$ cat src/rtl/mem_io_bridge.sv
// SLC-3 bridge between the datapath and async SRAM plus one memory-mapped I/O word.
// Serves one read or write per request; strobes are registered and glitch-free.
module mem_io_bridge #(
   parameter int unsigned WAIT_CYCLES = 2,
   parameter logic [15:0] IO_ADDR     = 16'hFFFF
) (
   input  logic        Clk,
   input  logic        Reset,
   input  logic        Mem_Req,
   input  logic        Mem_WE,
   input  logic [15:0] MAR,
   input  logic [15:0] MDR,
   input  logic [9:0]  Switches,
   input  logic [15:0] SRAM_Data_In,
   output logic [15:0] MDR_In,
   output logic        Mem_Ready,
   output logic [19:0] SRAM_ADDR,
   output logic [15:0] SRAM_Data_Out,
   output logic        SRAM_Data_OE,
   output logic        SRAM_CE_N,
   output logic        SRAM_OE_N,
   output logic        SRAM_WE_N,
   output logic [15:0] Hex_Out
);

   typedef enum logic [1:0] {IDLE, ACCESS, DONE} state_t;

   state_t     state, state_nx;
   logic [2:0] cnt, cnt_nx;
   logic       we_q;
   logic       accept, is_io, last;
   logic       acc_nx, wr_nx;

   // the Mem_Ready cycle still belongs to the completion handshake
   assign accept = (state == IDLE) && Mem_Req && !Mem_Ready;
   assign is_io  = (MAR == IO_ADDR);
   assign last   = (state == ACCESS) && (cnt == 3'd0);
   assign acc_nx = (state_nx == ACCESS);
   assign wr_nx  = accept ? Mem_WE : we_q;

   always_comb begin
      state_nx = state;
      cnt_nx   = cnt;
      unique case (state)
         IDLE: begin
            if (accept) begin
               if (is_io) begin
                  state_nx = DONE;
               end else begin
                  state_nx = ACCESS;
                  cnt_nx   = 3'(WAIT_CYCLES);
               end
            end
         end
         ACCESS: begin
            if (cnt == 3'd0) state_nx = DONE;
            else             cnt_nx   = cnt - 3'd1;
         end
         DONE:    state_nx = IDLE;
         default: state_nx = IDLE;
      endcase
   end

   always_ff @(posedge Clk) begin
      if (Reset) begin
         state <= IDLE;
         cnt   <= 3'd0;
      end else begin
         state <= state_nx;
         cnt   <= cnt_nx;
      end
   end

   // strobes follow the next state so they are low for exactly the ACCESS window
   always_ff @(posedge Clk) begin
      if (Reset) begin
         we_q          <= 1'b0;
         MDR_In        <= 16'h0000;
         Hex_Out       <= 16'h0000;
         Mem_Ready     <= 1'b0;
         SRAM_ADDR     <= 20'h00000;
         SRAM_Data_Out <= 16'h0000;
         SRAM_Data_OE  <= 1'b0;
         SRAM_CE_N     <= 1'b1;
         SRAM_OE_N     <= 1'b1;
         SRAM_WE_N     <= 1'b1;
      end else begin
         Mem_Ready    <= (state == DONE);
         SRAM_CE_N    <= !acc_nx;
         SRAM_OE_N    <= !(acc_nx && !wr_nx);
         SRAM_WE_N    <= !(acc_nx && wr_nx);
         SRAM_Data_OE <= acc_nx && wr_nx;
         if (accept) begin
            we_q          <= Mem_WE;
            SRAM_ADDR     <= {4'h0, MAR};
            SRAM_Data_Out <= MDR;
            if (is_io) begin
               if (Mem_WE) Hex_Out <= MDR;
               else        MDR_In  <= {6'b0, Switches};
            end
         end
         if (last && !we_q) MDR_In <= SRAM_Data_In;
      end
   end

endmodule

$ cat config.mk
export PLATFORM = sky130hd
export DESIGN_NAME = mem_io_bridge
export DESIGN_NICKNAME = d
export VERILOG_FILES = /design/src/rtl/mem_io_bridge.sv
export SDC_FILE = /design/constraint.sdc
export NUM_CORES = 1
export LEC_CHECK = 0
export CAP_MARGIN = 20
export CORE_MARGIN = 2
export CORE_UTILIZATION = 41
export CTS_CLUSTER_SIZE = 20
export DETAILED_ROUTE_END_ITERATION = 10
export PLACE_DENSITY = 0.88
export RECOVER_POWER = 25
export SLEW_MARGIN = 5
export SYNTH_ARGS = -nofsm -noshare
export SYNTH_HDL_FRONTEND = slang
export SYNTH_SLANG_ARGS = --single-unit
$ cat constraint.sdc
create_clock -name Clk -period 2.8 [get_ports Clk]
set_clock_uncertainty 0.15 [all_clocks]
set_input_delay 0.84 -clock Clk [delete_from_list [all_inputs] [get_ports Clk]]
set_output_delay 0.84 -clock Clk [all_outputs]
set_load 0.01 [all_outputs]
==> impl_metrics.prom <==
# TYPE chip_impl_metric gauge
chip_impl_metric{name="yosys_register_bits",unit=""} 75
chip_impl_metric{name="clock_tree.buffer_depth",unit=""} 2
chip_impl_metric{name="required_time_of_the_critical_path",unit="ns"} 2.84
chip_impl_metric{name="wl_per_cell",unit="um"} 15.0
chip_impl_metric{name="pin_count",unit=""} 135
chip_impl_metric{name="seqPwrFrac",unit=""} 0.476
chip_impl_metric{name="tritoncts_num_sinks",unit=""} 75
chip_impl_metric{name="n_antenna_cell",unit=""} 0
chip_impl_metric{name="finalWirelength",unit="um"} 8820
chip_impl_info{name="worstHoldPathType",value="reg2reg"} 1
chip_impl_info{name="ys_dominant_reg_cell",value="sky130_fd_sc_hd__dfxtp_1"} 1
chip_impl_metric{name="synthMuxAreaShare",unit=""} 0
chip_impl_metric{name="finalWorstPathRequiredPeriod",unit="ns"} 2.57
chip_impl_metric{name="ys_warn_count",unit=""} 0
chip_impl_metric{name="cellLeakagePower",unit="nW"} 1.73
chip_impl_info{name="r2r-end",value="MDR_In[8]$_SDFFE_PP0P_"} 1
chip_impl_metric{name="cell_pwr_density",unit="nW/um^2"} 533
chip_impl_metric{name="grt_max_degree",unit=""} 41
chip_impl_metric{name="via_count_of_the_first_global_routing_pass",unit=""} 3048
chip_impl_metric{name="worstSkewPairLatency",unit="ns"} 0.34
chip_impl_metric{name="vias_per_cell",unit=""} 5.21
chip_impl_metric{name="power_switching_share",unit=""} 0.256
chip_impl_metric{name="finish.utilization",unit=""} 0.668
chip_impl_metric{name="detailedRoute.firstIterationViolations",unit=""} 157
chip_impl_metric{name="core_region_area",unit="sq um"} 6870
chip_impl_info{name="hold_end",value="SRAM_ADDR[13]$_SDFFE_PP0P_"} 1
chip_impl_metric{name="numPlacedInstances",unit=""} 573
chip_impl_info{name="holdCritStartpoint",value="SRAM_ADDR[13]$_SDFFE_PP0P_"} 1
chip_impl_metric{name="worst-path-stages",unit=""} 6
chip_impl_metric{name="finish.cell_count_without_fillers",unit=""} 588
chip_impl_metric{name="syn_area",unit="sq um"} 2940
chip_impl_metric{name="drive_gt1_frac",unit=""} 0.0793
chip_impl_metric{name="synthesis.instances",unit=""} 357
chip_impl_metric{name="grt_use_total",unit=""} 0.231
chip_impl_info{name="crit_path_category",value="in2reg"} 1
chip_impl_metric{name="cp_max_fo",unit=""} 34
chip_impl_metric{name="timing.final.crit_share",unit=""} 0.916
chip_impl_info{name="synth.top_cells.by_area",value="sky130_fd_sc_hd__dfxtp_1, sky130_fd_sc_hd__a21oi_1, sky130_fd_sc_hd__nand2_1, sky130_fd_sc_hd__nand3_1, sky130_fd_sc_hd__o21ai_0"} 1
chip_impl_metric{name="globalRoute.totalOverflow",unit=""} 0
chip_impl_metric{name="ys_async_sr_fraction",unit=""} 0
chip_impl_metric{name="irDropWorstVdd",unit="mV"} 0.313
chip_impl_metric{name="fin_setup_tns",unit="ns"} 0
chip_impl_info{name="cts-root-buf",value="sky130_fd_sc_hd__clkbuf_8"} 1
chip_impl_metric{name="worst_hold_path.num_cells",unit=""} 2
chip_impl_metric{name="syn_avg_cell_area",unit="sq um"} 8.23
chip_impl_metric{name="cts-hold-fix-buffers",unit=""} 0
chip_impl_metric{name="start_util",unit=""} 0.428
chip_impl_metric{name="setup_viol_count_final",unit=""} 0
chip_impl_metric{name="finish.net_count",unit=""} 552
chip_impl_metric{name="cts.repair_timing.setup_buffer_count",unit=""} 0
chip_impl_metric{name="cp_data_arrival_time",unit="ns"} 2.61
chip_impl_metric{name="maxClockFrequency",unit="MHz"} 390
chip_impl_info{name="critPathTopFamily",value="simple AND/OR/NAND/NOR gates"} 1
chip_impl_metric{name="maxCapViolations",unit=""} 0
chip_impl_info{name="worstPathCellList",value="clkdlybuf4s50_1, nand4_1, or4_1, buf_12, o21ai_0, a21oi_1"} 1
chip_impl_info{name="synth_top_cells_by_count",value="sky130_fd_sc_hd__dfxtp_1, sky130_fd_sc_hd__nand2_1, sky130_fd_sc_hd__a21oi_1"} 1
chip_impl_metric{name="synth-xor-area-share",unit=""} 0.00596
chip_impl_metric{name="timing.slew.headroom",unit=""} 0.426
chip_impl_metric{name="cts_repair_resize_count",unit=""} 0
chip_impl_info{name="tritoncts",value="yes"} 1
chip_impl_metric{name="rows",unit=""} 30
chip_impl_metric{name="grt_antenna_before_repair",unit=""} 0
chip_impl_metric{name="final_max_slew_viol_count",unit=""} 0
chip_impl_metric{name="synth_adder_area_share",unit=""} 0.00852
chip_impl_metric{name="ff2ff_setup_slack",unit="ns"} 0.64
chip_impl_metric{name="place.gp.congestion",unit=""} 0.884
chip_impl_metric{name="fp.dieW",unit="um"} 88.7
chip_impl_info{name="regToRegStartpoint",value="cnt[0]$_SDFFE_PP0P_"} 1
chip_impl_info{name="rsz0062_at_grt",value="no"} 1
chip_impl_metric{name="post_synthesis_compound_gate_area_fraction",unit=""} 0.199
chip_impl_metric{name="port-buffer-count",unit=""} 130
chip_impl_metric{name="postRouteAntennaNets",unit=""} 0
chip_impl_metric{name="reg2regPathDepth",unit=""} 6
chip_impl_metric{name="comb_power_share",unit=""} 0.184
chip_impl_info{name="timing.critical_path.from_type",value="input pin"} 1
chip_impl_metric{name="path_clk_slew",unit="ns"} 0.07
chip_impl_metric{name="synth_largest_type_area_fraction",unit=""} 0.511
chip_impl_metric{name="clock_power_share",unit=""} 0.339
chip_impl_info{name="netlist.top_cell.by_area",value="sky130_fd_sc_hd__dfxtp_1"} 1
chip_impl_metric{name="p_switching",unit="W"} 0.000627
chip_impl_metric{name="cts-htree-levels",unit=""} 3
chip_impl_metric{name="drtPass1Iterations",unit=""} 5
chip_impl_metric{name="grt_pass1_wl",unit="um"} 14100
chip_impl_info{name="setup.worst_path.end_class",value="flip-flop"} 1
chip_impl_metric{name="cts_made_buffers",unit=""} 9
chip_impl_info{name="run_status",value="complete, no violations"} 1
chip_impl_metric{name="critical_path.max_stage_delay",unit="ns"} 0.58
chip_impl_metric{name="max_slew.worst_pin.slew",unit="ns"} 0.861
chip_impl_info{name="slowest_cell_on_crit_path",value="sky130_fd_sc_hd__or4_1"} 1
chip_impl_metric{name="die_area",unit="sq um"} 7860
chip_impl_metric{name="simple_logic_cell_fraction_of_the_synthesized_area",unit=""} 0.221
chip_impl_metric{name="crit_buf_inv",unit=""} 2
chip_impl_info{name="post-synth-top-count-cell",value="sky130_fd_sc_hd__dfxtp_1"} 1
chip_impl_metric{name="vias",unit=""} 3061
chip_impl_metric{name="synth_sequential_area_ratio",unit=""} 0.511
chip_impl_metric{name="final-hold-violation-count",unit=""} 0
chip_impl_metric{name="synth.lib_cells_used.distinct",unit=""} 35
chip_impl_metric{name="dpl.hpwl",unit="um"} 6360
chip_impl_metric{name="dieHeight",unit="um"} 88.7
chip_impl_metric{name="route.detailed.drc",unit=""} 0
chip_impl_metric{name="synth-edff-count",unit=""} 0
chip_impl_metric{name="cell_internal_pwr",unit="W"} 0.00182
chip_impl_info{name="largest_family_of_logic_cells_by_synthesized_area",value="simple AND/OR/NAND/NOR gates"} 1
chip_impl_metric{name="area.growth.synth_to_final",unit="%"} 56.2
==> cell families (layout without fill, tap and decap cells) <==
logic type                 Yosys count  in the layout
and+or+nand+nor                    137            137
AOI/OAI and AO/OA                  105            105
DFF                                 75             75
buffers and inverters               35            167
adders and majority gates            2              2
xor gates and xnor gates             2              2
other                                1              4
==> layout make-up <==
class | count | area (sq um)
Timing Repair Buffer | 150 | 1470
Clock buffer | 13 | 159
Multi-Input combinational cell | 250 | 1300
Sequential cell | 75 | 1500
Inverter | 2 | 7.51
Fill cell | 573 | 2280
Clock inverter | 2 | 35.0
Tap cell | 96 | 120
==> state kept, by name, summed over array words and instances (netlist names) <==
register,count
SRAM_OE_N,1
SRAM_Data_OE,1
SRAM_ADDR,16
Mem_Ready,1
we_q,1
Hex_Out,16
SRAM_WE_N,1
cnt,3
SRAM_CE_N,1
SRAM_Data_Out,16
state,2
MDR_In,16
==> how the worst max path moves through the flow <==
stage	end	slack, ns	start
after floorplan	MDR_In[2]$_SDFFE_PP0P_	0.49	MAR[14]
after global placement	SRAM_Data_OE$_SDFF_PP0_	-0.01	MAR[14]
after detailed placement	SRAM_Data_OE$_SDFF_PP0_	-0.09	MAR[14]
after CTS	SRAM_Data_OE$_SDFF_PP0_	0.26	MAR[14]
after global routing	Hex_Out[4]$_SDFFE_PP0P_	0.11	MAR[9]
final	SRAM_Data_OE$_SDFF_PP0_	0.23	MAR[14]
==> metal layers <==
metal	routed length, um	track usage
met1	3560	0.277
met2	4480	0.377
met3	583	0.0662
met4	199	0.114
met5	0	0
==> power by group through the flow <==
stage               Sequential [W]  Clock (W)  Combinational, W
CTS                        0.00117   0.000835          0.000463
floorplan                  0.00121          0          0.000171
global route               0.00117   0.000890          0.000493
detailed placement         0.00119          0          0.000459
finish                     0.00116   0.000830          0.000451
global placement           0.00119          0          0.000448
==> per-stage QoR <==
stage	area, sq um	total power (W)	worst slack [ns]	hold WS, ns
detailed placement	4400	0.00165	-0.0927	0.298
finish	4590	0.00245	0.234	0.302
CTS	4590	0.00246	0.265	0.307
floorplan	2950	0.00138	0.490	0.313
global route	4590	0.00255	0.107	0.328
global placement	4400	0.00163	-0.0129	0.291
==> placed cells by master (no fill, tap or decap), types with 3 or more instances in the layout <==
cell and count:
sky130_fd_sc_hd__conb_1 4, sky130_fd_sc_hd__a21oi_1 59, sky130_fd_sc_hd__clkbuf_8 11, sky130_fd_sc_hd__clkdlybuf4s50_1 95
sky130_fd_sc_hd__nor2_1 14, sky130_fd_sc_hd__nand4_1 4, sky130_fd_sc_hd__nand3_1 27, sky130_fd_sc_hd__dlygate4sd3_1 34
sky130_fd_sc_hd__nand2_1 74, sky130_fd_sc_hd__a311oi_1 10, sky130_fd_sc_hd__dfxtp_1 75, sky130_fd_sc_hd__nand2b_1 3
sky130_fd_sc_hd__o21ai_0 26, sky130_fd_sc_hd__o211ai_1 6, sky130_fd_sc_hd__buf_4 17
==> worst reg2reg max path, stage by stage (launching register included) <==
cell,delay (ns)
sky130_fd_sc_hd__dfxtp_1,0.35
sky130_fd_sc_hd__inv_1,0.07
sky130_fd_sc_hd__ha_1,0.22
sky130_fd_sc_hd__and4bb_2,0.26
sky130_fd_sc_hd__nand2b_1,0.61
sky130_fd_sc_hd__nor2_1,0.11
sky130_fd_sc_hd__a311oi_1,0.30
Note: power is estimated with default switching activity, not from simulation.
